==> src/rtl/n_stage_valid_pipe.sv <==
// Parametrised valid/ready delay line carrying payload and destination info,
// with per-stage flush, optional bubble collapse and RAW/WAW query ports.
module n_stage_valid_pipe #(
    parameter int unsigned WIDTH    = 32,
    parameter int unsigned DEPTH    = 3,
    parameter int unsigned RD_W     = 5,
    parameter int unsigned COLLAPSE = 1
) (
    input  logic                           clk,
    input  logic                           reset_n,
    input  logic                           valid_i,
    output logic                           ready_o,
    input  logic [WIDTH-1:0]               data_i,
    input  logic [RD_W-1:0]                rd_i,
    input  logic                           wr_i,
    input  logic                           fp_wr_i,
    input  logic [DEPTH-1:0]               clr,
    output logic                           valid_o,
    input  logic                           ready_i,
    output logic [WIDTH-1:0]               data_o,
    output logic [RD_W-1:0]                rd_o,
    output logic                           wr_o,
    output logic                           fp_wr_o,
    output logic [DEPTH-1:0]               stage_valid_o,
    output logic [DEPTH*RD_W-1:0]          stage_rd_o,
    output logic [DEPTH-1:0]               stage_wr_o,
    output logic [DEPTH-1:0]               stage_fp_wr_o,
    input  logic [3*RD_W-1:0]              q_rs,
    input  logic [2:0]                     q_fp,
    output logic [2:0]                     q_hit_o,
    output logic [$clog2(DEPTH+1)-1:0]     count_o
);

    localparam int unsigned CW = $clog2(DEPTH+1);

    logic [DEPTH-1:0] v;
    logic [DEPTH-1:0] live;
    logic [DEPTH-1:0] adv;
    logic [DEPTH-1:0] wr_q;
    logic [DEPTH-1:0] fp_q;
    logic [WIDTH-1:0] data_q [DEPTH];
    logic [RD_W-1:0]  rd_q   [DEPTH];
    logic             fire;
    logic             adv_chain;

    assign live    = v & ~clr;
    assign valid_o = live[DEPTH-1];
    assign fire    = valid_o & ready_i;
    assign ready_o = adv[0];

    // adv[k] means stage k may load from k-1: it is empty or its entry moves on.
    always_comb begin
        adv       = '0;
        adv_chain = fire | ~live[DEPTH-1];
        adv[DEPTH-1] = adv_chain;
        for (int unsigned i = 1; i < DEPTH; i++) begin
            if (COLLAPSE != 0) begin
                adv_chain = ~live[DEPTH-1-i] | adv_chain;
            end
            adv[DEPTH-1-i] = adv_chain;
        end
    end

    always_ff @(posedge clk or negedge reset_n) begin
        if (!reset_n) begin
            v    <= '0;
            wr_q <= '0;
            fp_q <= '0;
            for (int unsigned i = 0; i < DEPTH; i++) begin
                data_q[i] <= '0;
                rd_q[i]   <= '0;
            end
        end else begin
            if (adv[0]) begin
                v[0]      <= valid_i;
                data_q[0] <= data_i;
                rd_q[0]   <= rd_i;
                wr_q[0]   <= wr_i;
                fp_q[0]   <= fp_wr_i;
            end else begin
                v[0] <= live[0];
            end
            for (int unsigned i = 1; i < DEPTH; i++) begin
                if (adv[i]) begin
                    v[i]      <= live[i-1];
                    data_q[i] <= data_q[i-1];
                    rd_q[i]   <= rd_q[i-1];
                    wr_q[i]   <= wr_q[i-1];
                    fp_q[i]   <= fp_q[i-1];
                end else begin
                    v[i] <= live[i];
                end
            end
        end
    end

    assign data_o        = data_q[DEPTH-1];
    assign rd_o          = rd_q[DEPTH-1];
    assign wr_o          = wr_q[DEPTH-1] & valid_o;
    assign fp_wr_o       = fp_q[DEPTH-1] & valid_o;
    assign stage_valid_o = live;
    assign stage_wr_o    = wr_q & live;
    assign stage_fp_wr_o = fp_q & live;

    always_comb begin
        stage_rd_o = '0;
        for (int unsigned i = 0; i < DEPTH; i++) begin
            stage_rd_o[i*RD_W +: RD_W] = rd_q[i];
        end
    end

    // Integer x0 is never a hazard; FP register 0 is a real register.
    always_comb begin
        q_hit_o = '0;
        for (int unsigned j = 0; j < 3; j++) begin
            for (int unsigned k = 0; k < DEPTH; k++) begin
                if (live[k] && (rd_q[k] == q_rs[j*RD_W +: RD_W])) begin
                    if (q_fp[j] ? fp_q[k] : (wr_q[k] && (rd_q[k] != '0))) begin
                        q_hit_o[j] = 1'b1;
                    end
                end
            end
        end
    end

    always_comb begin
        count_o = '0;
        for (int unsigned k = 0; k < DEPTH; k++) begin
            count_o = count_o + CW'(live[k]);
        end
    end

endmodule

==> config.mk <==
export PLATFORM = sky130hd
export DESIGN_NAME = n_stage_valid_pipe
export DESIGN_NICKNAME = d
export VERILOG_FILES = /design/src/rtl/n_stage_valid_pipe.sv
export SDC_FILE = /design/constraint.sdc
export NUM_CORES = 1
export LEC_CHECK = 0
export CAP_MARGIN = 20
export CORE_AREA = 5 5 112 114
export DETAILED_ROUTE_END_ITERATION = 10
export DIE_AREA = 0 0 117 119
export GPL_ROUTABILITY_DRIVEN = 0
export HOLD_SLACK_MARGIN = 0.06
export PLACE_DENSITY = 0.86
export SYNTH_ARGS = -nofsm -noshare
export SYNTH_HDL_FRONTEND = slang
export SYNTH_SLANG_ARGS = --single-unit
==> constraint.sdc <==
create_clock -name clk -period 2.4 [get_ports clk]
set_clock_uncertainty 0.1 [all_clocks]
set_input_delay 0.36 -clock clk [delete_from_list [all_inputs] [get_ports clk]]
set_output_delay 0.36 -clock clk [all_outputs]
set_load 0.01 [all_outputs]
==> results of run 1 <==
[synthesized netlist by cell type (2+ instances only)]
cell type | count | area (sq um)
and2_1 | 6 | 37.54
buf_2 | 15 | 75.07
buf_4 | 40 | 300.3
buf_6 | 2 | 22.52
clkbuf_1 | 9 | 33.78
dfrtp_1 | 120 | 3003
inv_1 | 5 | 18.77
mux2_1 | 2 | 22.52
mux2_2 | 115 | 1295
nand2_1 | 2 | 7.510
nand2b_1 | 4 | 25.02
nand3_1 | 2 | 10.01
nand4_1 | 4 | 25.02
nor2b_1 | 3 | 18.77
nor3_1 | 3 | 15.01
nor4_1 | 6 | 37.54
o2111ai_1 | 5 | 43.79
o21a_1 | 3 | 22.52
o21ai_0 | 10 | 50.05
or4_1 | 3 | 22.52
xnor2_1 | 23 | 201.4
xor2_1 | 20 | 175.2
[metal layers]
layer  share of wire [%]  vias to the layer above  global-route usage, %
li1                    -                     1665                      -
met1                  38                     1919                  23.86
met2                  51                      162                  33.78
met3                 8.3                       32                  5.984
met4                 2.3                        0                  7.240
met5                   0                        -                      0
[worst paths after layout]
check | startpoint | endpoint | slack (ns) | cells after the start
hold / removal | reset_n | data_q[71] | 0.31 | 2
setup reg to reg | v[1] | data_q[64] | 0.52 | 6
max in group asynchronous | reset_n | data_q[59] | 1.18 | 3
min in group clk | data_q[69] | data_q[69] | 0.39 | 1
hold reg to reg | data_q[69] | data_q[69] | 0.39 | 1
setup / recovery | stage_rd_o[0] | q_hit_o[1] | -0.17 | 6
[power by group through the flow]
stage          Combinational [mW]  Sequential, mW  Clock, mW
2_1_floorplan               0.304            2.23          0
4_1_cts                     0.655            2.22       2.48
6_report                    0.660            2.22       2.44
3_3_place_gp                0.625            2.24          0
5_1_grt                     0.708            2.23       2.60
3_5_place_dp                0.643            2.25          0
[sequential cells by signal, indices dropped and copies added, names as in the netlist]
signal,flops
data_o,32
data_q,64
fp_q,3
rd_o,5
stage_rd_o,10
v,3
wr_q,3
[area by class of cell]
cell class / count / area, sq um
Clock buffer: 24 / 511.7
Clock inverter: 3 / 65.06
Inverter: 5 / 18.77
Tap cell: 143 / 178.9
Fill cell: 799 / 3552
Timing Repair Buffer: 187 / 1790
Multi-Input combinational cell: 221 / 2197
Sequential cell: 120 / 3007
[placed cells by master (no fill, tap or decap), drive strengths merged, types with 2 or more instances in the layout]
cell and instances:
clkdlybuf4s50 124, dfrtp 120, mux2 117, buf 57
clkbuf 24, xnor2 23, xor2 20, o21ai 10
and2 6, nor4 6, inv 5, o2111ai 5
nand4 4, nand2b 4, nor2b 4, nor3 3
or4 3, dlymetal6s2s 3, o21a 3, bufinv 2
dlygate4sd2 2, nand3 2, nand2 2
[timing repair]
item / CTS / global route
hold buffers: 1 / 0
pin swaps: 8 / 10
setup endpoints to repair: 10 / 7
buffers inserted: 3 / 0
endpoints found under the hold margin: 25 / 0
resized for setup: 23 / 16
[logic make-up (layout without fill, tap and decap cells)]
kind of cell    Yosys count  count (layout)  synth area share, %
compound gates           23              23                2.815
xor+xnor                 43              43                6.778
fa+ha+maj                 1               1               0.3603
buf+inv                  71             219                8.106
flops                   120             120                54.04
mux                     117             117                23.71
simple gates             37              37                4.188
==> key figures, run 1 <==
Placed design
  • Dpl hpwl: 9597 um
  • Placed cells: 672
  • Placed Instance Area: approximately 7000 sq um
  • Post-Place Worst Slack: -0.5038 ns
  • IO Port Bufs: 133

GRT
  • Global-route wire length before repair: 21470 um
  • Initial antenna violation count: 0
  • Vias in the first global route: between 4000 and 5000
  • Overall routing resource usage: between 10% and 20%
  • GRT Residual Overflow: 0
  • Largest net degree at the start of global routing: 72

Logic synthesis
  • Mapped Avg Cell Area: 13.49 sq um
  • EDFF count, synth: 0
  • Post-synth cell types: 32
  • Register area share after synthesis: ~54%
  • Yosys warns: 0
  • Yosys reg bits: 120
  • Syn_nets: 477
  • Synth Flop Type: dfrtp_1
  • Post-Syn Area: between 5000 and 6000 sq um
  • Fraction of registers with async set/reset: 100.0%
  • Synthesized instance count: 412

Die
  • Row count: 39
  • Die Area: 13920 sq um
  • Initial core utilization: 49.08%
  • Die Span Y: about 120 um
  • Die X: between 100 and 150 um
  • Top Ports: 134
  • Core box area: approximately 11000 sq um

Layout
  • ANT cells: 0
  • Net count, final: 617
  • Fraction of layout cells with a size suffix above 1: around two fifths
  • Final instance area: roughly 7800 sq um
  • Area Overhead vs Synth: 39.81%
  • Post-Route Utilization: between 60% and 70%
  • Final cell count without fillers: 703

Power and ir drop
  • VDD IR max: 0.0006037 V
  • Pint: 4.196 mW
  • Reg power frac: 41.7%
  • Part of the power in combinational logic: ~12%
  • Leak: around 3.3 nW
  • Total power: roughly 5.3 mW
  • Pwr dens: about 680 nW/um^2
  • Clock share of power: between 40% and 50%
  • Net Sw Frac: 21.09%
  • P_sw: between 1 and 1.5 mW

Clock tree
  • CTS tree: done
  • Clock-pin slew on the worst setup and hold paths: ~0.050 ns
  • CTS buffer count: 17
  • # H-tree levels: 4
  • Clk root buf: clkbuf_16
  • Clock Latency Late Sink: about 0.40 ns
  • Max clock buf depth: 2
  • Sink Count: 120

Drt
  • Routed len/inst: approximately 19 um
  • Pre-antenna DRT Iters: 4
  • Via Count: 3778
  • Overall routed net length: 13550 um
  • # DRC: 0
  • Final antenna-violating net count: 0
  • Vias/cell: 5.374
  • Initial DRC Count: approximately 210

STA
  • Worst setup slack after layout: -0.1695 ns
  • Final hold slack: about 0.31 ns
  • Fin crit period: 2.570 ns
  • Max_slew headroom: 73.84%
  • Final hold viol count: 0
  • Setup_tns: -0.2800 ns
  • RSZ-0062 raised after global routing: yes
  • Actual slew at the worst max-slew pin: about 0.39 ns
  • Final max-slew violation count: 0
  • Count of final setup violators: 3
  • FMAX: just under 400 MHz
  • Final period util: 107.1%

Setup path
  • Critical path's top delay family: simple AND/OR/NAND/NOR gates
  • Crit path required time: 1.94 ns
  • Crit path max-delay cell type: or4_4
  • Worst path cell trace: or4_4, o21a_4, nor2_2, nor4_1, a211o_1, buf_6
  • Crit path kind: flop to output port
  • Startpoint types: flop
  • CP Capture Type: output port
  • Crit Path Max Fanout: 3
  • CP arrival: ~2.1 ns
  • Worst path bufs/invs: 1
  • CP peak stage delay: approximately 0.57 ns

Status
  • Status: finished, violations left
  • Failing checks: setup timing

Run
  • Number of max-cap violations: 0

Hold path
  • Hold WC Path Type: primary input to asynchronous set/reset pin
No activity file was read; power rests on OpenSTA's default activity.
==> run 2: changes to the inputs <==
--- a/config.mk
+++ b/config.mk
@@ -7,6 +7,7 @@
 export LEC_CHECK = 0
 export CAP_MARGIN = 20
 export CORE_AREA = 5 5 112 114
+export CTS_CLUSTER_SIZE = 40
 export DETAILED_ROUTE_END_ITERATION = 10
 export DIE_AREA = 0 0 117 119
 export GPL_ROUTABILITY_DRIVEN = 0
==> results of run 2 <==
Final layout, timing and power as in run 1 (identical DEF).
==> run 3: changes to the inputs <==
--- a/config.mk
+++ b/config.mk
@@ -13,6 +13,7 @@
 export GPL_ROUTABILITY_DRIVEN = 0
 export HOLD_SLACK_MARGIN = 0.06
 export PLACE_DENSITY = 0.86
+export SLEW_MARGIN = 20
 export SYNTH_ARGS = -nofsm -noshare
 export SYNTH_HDL_FRONTEND = slang
 export SYNTH_SLANG_ARGS = --single-unit
==> results of run 3 <==
Final layout, timing and power as in run 1 (identical DEF).
